File: config.mk
export PLATFORM = sky130hd
export DESIGN_NAME = frame_sync_ctrl
export DESIGN_NICKNAME = d
export VERILOG_FILES = /design/src/rtl/frame_sync_ctrl.sv
export SDC_FILE = /design/constraint.sdc
export NUM_CORES = 1
export LEC_CHECK = 0
export ABC_AREA = 1
export CAP_MARGIN = 20
export CORE_MARGIN = 3
export CORE_UTILIZATION = 45
export DETAILED_ROUTE_END_ITERATION = 10
export HOLD_SLACK_MARGIN = 0.03
export PLACE_DENSITY = 0.75
export SLEW_MARGIN = 10
export SYNTH_ARGS = -nofsm -noshare
export SYNTH_HDL_FRONTEND = slang
export SYNTH_SLANG_ARGS = --single-unit
File: constraint.sdc
create_clock -name i_clk -period 3.6 [get_ports i_clk]
set_clock_uncertainty 0.1 [all_clocks]
set_input_delay 0.72 -clock i_clk [delete_from_list [all_inputs] [get_ports i_clk]]
set_output_delay 0.72 -clock i_clk [all_outputs]
set_load 0.03 [all_outputs]
File: src/rtl/frame_sync_ctrl.sv
// frame_sync_ctrl: FAS frame alignment (hunt/presync/sync) and row/column sequencer feeding the CRC engine
module frame_sync_ctrl #(
    parameter int NUM_ROWS   = 4,
    parameter int NUM_COLS   = 1041,
    parameter int PAY_START  = 16,
    parameter int PAY_END    = 1039,
    parameter int CRC_ROW    = 3,
    parameter int CRC_COL    = 1040,
    parameter int LOF_THRESH = 3
) (
    input  logic        i_clk,
    input  logic        i_rst,
    input  logic [7:0]  i_frame_data,
    input  logic        i_frame_data_valid,
    input  logic        i_frame_data_fas,
    output logic [7:0]  o_frame_data,
    output logic        o_frame_data_valid,
    output logic        o_frame_data_fas,
    output logic [1:0]  o_row_cnt,
    output logic [10:0] o_col_cnt,
    output logic        o_payload_en,
    output logic        o_crc_slot,
    output logic        o_frame_start,
    output logic        o_in_frame,
    output logic        o_lof
);
    localparam int          MW       = $clog2(LOF_THRESH + 1);
    localparam logic [1:0]  LAST_ROW = 2'(NUM_ROWS - 1);
    localparam logic [10:0] LAST_COL = 11'(NUM_COLS - 1);
    localparam logic [10:0] P_START  = 11'(PAY_START);
    localparam logic [10:0] P_END    = 11'(PAY_END);
    localparam logic [1:0]  C_ROW    = 2'(CRC_ROW);
    localparam logic [10:0] C_COL    = 11'(CRC_COL);
    localparam logic [MW-1:0] THRESH = MW'(LOF_THRESH);

    typedef enum logic [1:0] {HUNT, PRESYNC, SYNC} state_t;

    state_t        state, state_nxt;
    logic [MW-1:0] miss, miss_nxt, miss_inc;
    logic          fas, wrap, run, anchor, zero;
    logic [1:0]    row_nxt;
    logic [10:0]   col_nxt;
    logic          pay_nxt, crc_nxt;

    assign fas      = i_frame_data_valid && i_frame_data_fas;
    assign wrap     = i_frame_data_valid && o_row_cnt == LAST_ROW && o_col_cnt == LAST_COL;
    assign run      = state != HUNT;
    assign miss_inc = miss + 1'b1;

    always_ff @(posedge i_clk or posedge i_rst) begin
        if (i_rst) begin
            state <= HUNT;
            miss  <= '0;
        end else begin
            state <= state_nxt;
            miss  <= miss_nxt;
        end
    end

    always_comb begin
        state_nxt = state;
        miss_nxt  = miss;
        case (state)
            HUNT:    state_nxt = fas ? PRESYNC : HUNT;
            PRESYNC: state_nxt = wrap ? (fas ? SYNC : HUNT) : PRESYNC;
            SYNC: begin
                if (wrap && fas) miss_nxt = '0;
                if (wrap && !fas) miss_nxt = miss_inc;
                if (wrap && !fas && miss_inc == THRESH) begin
                    state_nxt = HUNT;
                    miss_nxt  = '0;
                end
            end
            default: state_nxt = HUNT;
        endcase
    end

    // SYNC ignores off-position FAS; PRESYNC re-anchors on it
    always_comb begin
        anchor  = run ? (wrap || (state == PRESYNC && fas)) : fas;
        zero    = anchor || !run;
        row_nxt = !i_frame_data_valid ? o_row_cnt :
                  zero ? 2'd0 :
                  o_col_cnt == LAST_COL ? o_row_cnt + 2'd1 : o_row_cnt;
        col_nxt = !i_frame_data_valid ? o_col_cnt :
                  zero ? 11'd0 :
                  o_col_cnt == LAST_COL ? 11'd0 : o_col_cnt + 11'd1;
        pay_nxt = i_frame_data_valid && run && col_nxt >= P_START && col_nxt <= P_END;
        crc_nxt = i_frame_data_valid && run && row_nxt == C_ROW && col_nxt == C_COL;
    end

    always_ff @(posedge i_clk or posedge i_rst) begin
        if (i_rst) begin
            o_frame_data       <= '0;
            o_frame_data_valid <= 1'b0;
            o_frame_data_fas   <= 1'b0;
            o_row_cnt          <= '0;
            o_col_cnt          <= '0;
            o_payload_en       <= 1'b0;
            o_crc_slot         <= 1'b0;
            o_frame_start      <= 1'b0;
        end else begin
            o_frame_data       <= i_frame_data;
            o_frame_data_valid <= i_frame_data_valid;
            o_frame_data_fas   <= i_frame_data_fas;
            o_row_cnt          <= row_nxt;
            o_col_cnt          <= col_nxt;
            o_payload_en       <= pay_nxt;
            o_crc_slot         <= crc_nxt;
            o_frame_start      <= anchor;
        end
    end

    assign o_in_frame = state == SYNC;
    assign o_lof      = state != SYNC;
endmodule

==> impl_metrics.tcl <==
set metrics [dict create \
    status "finished clean" \
    grt_pass1_vias 1474 \
    fillers 308 \
    tritoncts "done" \
    synth-seq-cells 30 \
    finalCritPeriodShare_pct 67.2 \
    synthArstFlopShare_pct 100 \
    p_clk_share_pct 30.4 \
    cp_max_fo 3 \
    yosysWarnings 0 \
    drv_cap 0 \
    die_h_um 67.5 \
    crit-reg2reg-capture "o_payload_en" \
    final_common_cell "nor2_1" \
    synth_edf_count 0 \
    root_buffer "clkbuf_8" \
    ys_types 27 \
    hold_viol 0 \
    gr-usage-met1_pct 25.8 \
    fin_crit_ps 2420 \
    intPower_mw 0.556 \
    gr-usage-all-layers_pct 19.4 \
    multi_input_area_um2 810 \
    place.gp.congestion 0.935 \
    holdPathEnd "state[0]" \
    min-delay-start "state[1]" \
    synth_cells 227 \
    max_freq_mhz 413 \
    post_cts_resized 0 \
    clkSinkCount 30 \
    finalSetupViolations 0 \
    grt_max_degree 31 \
    fp.dieW_um 67.5 \
    slew_violations 0 \
    end_kind "primary output" \
    clk_pin_slew_ps 60 \
    vias_per_cell 5.00 \
    syn_to_final_growth_pct 30.6 \
    synth_top_area_share_pct 44.1 \
    path_cells "inv_1 -> nor2_1 -> clkdlybuf4s50_1" \
    maxSlewHeadroom_pct 75.1 \
    startpoint_type "register" \
    vias 1590 \
    drt-initial-drc-count 90 \
    antenna_found_initial 0 \
    fin_nets 288 \
    start_util_pct 48.7 \
    synthesis.nets 243 \
    drt-pass1-iter-count 4 \
    p_switching_mw 0.254 \
    worst_pin_slew_ps 373 \
    drc 0 \
    totalPowerFinal_mw 0.810 \
    row_count 21 \
    synth_top_cell_by_area "dfrtp_1" \
    synth_flop_cell "dfrtp_1" \
    synthTopCellsByArea "dfrtp_1 (44%), nor2_1 (11%), nand2_1 (10%)" \
    diodes 0 \
    leakagePower_nw 1.07 \
    io_buffers 39 \
    drive_above_1_share_pct 12.1 \
    cpMaxStageDelayCell "clkdlybuf4s50_1" \
    avgSynthCellArea_um2 7.50 \
    min_path_cells 1 \
    netSwitchingFraction_pct 31.4 \
    dpl.hpwl_um 3050 \
    drt_wl_total_um 3860 \
    seq_area_um2 751 \
    rsz0062_at_grt "false" \
    r2r_start "o_col_cnt[0]" \
    mostFrequentLayoutCells "nor2_1 (50), nand2_1 (46), clkdlybuf4s50_1 (39)" \
    path_class "register to primary output" \
    seq_power_share_pct 46.4 \
    use_met3_pct 4.83 \
    cts_buffer_depth 2 \
    numCtsBuffers 5 \
    cp.arrival_ps 1600 \
    pwr-share-comb_pct 23.1 \
    core-area_um2 3490 \
    htreeDepth 2 \
    clkLatencyLatePin_ps 280 \
    overflow 0 \
    ir_worst_vdd_mv 0.292 \
    post_cts.repair.setup_buffers 0 \
    grt.busiest_layer "met2" \
    wl_per_cell_um 12.1 \
    synth_area_um2 1700 \
    setup_tns_ps 0 \
    worst_ep_required_time_ps 2780 \
    ff2ff_setup_slack_ps 1400 \
    critPathMaxStageDelay_ps 710 \
    io_pins 40 \
    hp-class "register to register" \
    r2r_cells 15 \
    yosysSeqAreaShare_pct 44.1 \
    grt_use_met2_pct 30.5 \
    holdBufCountCts 0 \
    ant_nets 0 \
    grt_pass1_wl_um 6460 \
    powerDensity_nw_per_um2 364 \
    die_area_um2 4560 \
]
## layer usage
metal	vias to the layer above	wire, um
li1	809	-
met1	735	1780
met2	41	1820
met3	5	209
met4	0	50
met5	-	0
## cell usage after synthesis, types with 2 or more instances
cell     number
nand2_1      46
o21ai_0       2
nor3b_1       2
ha_1          4
nand2_2       4
inv_2         5
inv_1        26
nand3_1      16
nand4_1       9
xor2_1        2
dfrtp_1      30
a21oi_1       3
a21o_1        2
buf_2         2
o21ai_2       2
nor2_1       50
nor2_2        8
nor3_1        3
nand3_2       3
## final cells by class
type,instances,area share [%]
multi-input combinational,162,36.4
sequential,30,33.8
timing repair buffer,41,18.2
inverter,32,5.41
clock buffer,5,3.10
tap,46,2.59
clock inverter,2,0.450
## cell families after synthesis
group                      count (synthesis)  share of synthesized area [%]
and+or+nand+nor                          144                           38.9
adders and majority gates                  4                           2.94
xor gates and xnor gates                   2                           1.03
buffers and inverters                     35                           8.31
DFF                                       30                           44.1
AOI/OAI and AO/OA                         12                           4.71
## worst max path at each step
| stage | cells after the start | to | start | slack [ps] |
|---|---|---|---|---|
| after floorplan | 16 | o_payload_en | o_col_cnt[0] | 1540 |
| after global placement | 13 | o_payload_en | i_frame_data_valid | 930 |
| after detailed placement | 13 | o_payload_en | i_frame_data_valid | 920 |
| after CTS | 2 | o_in_frame | state[0] | 1170 |
| after global routing | 12 | o_crc_slot | i_frame_data_valid | 1020 |
| final | 3 | o_in_frame | state[1] | 1180 |
## through the flow
step | setup WS [ps] | util (%) | hold slack [ps] | instances | instance area, um2
5_1_grt | 1020 | 63.6 | 375 | 318 | 2220
3_3_place_gp | 925 | 61.3 | 358 | 311 | 2140
3_5_place_dp | 915 | 61.3 | 357 | 311 | 2140
2_1_floorplan | 1540 | - | 332 | 227 | 1700
6_report | 1180 | 63.6 | 372 | 318 | 2220
4_1_cts | 1170 | 63.6 | 366 | 318 | 2220
## worst max-delay path: cells and delay by family, from the launching register on
family	cells	cell delay, ps
buf+inv	2	770
simple gates	1	170
flops	1	370
## registers in the layout, summed over array words and instances, names as in the netlist
signal / count
o_frame_start: 1
o_crc_slot: 1
o_row_cnt: 2
miss: 2
o_frame_data_valid: 1
o_frame_data_fas: 1
o_col_cnt: 11
o_frame_data: 8
state: 2
o_payload_en: 1
## power by group through the flow
stage	registers [mW]	clock network, mW	logic (mW)
4_1_cts	0.376	0.253	0.188
3_5_place_dp	0.383	0	0.188
3_3_place_gp	0.381	0	0.191
2_1_floorplan	0.416	0	0.0768
5_1_grt	0.380	0.265	0.208
6_report	0.376	0.246	0.187
Power figures use the tool's default switching activity.
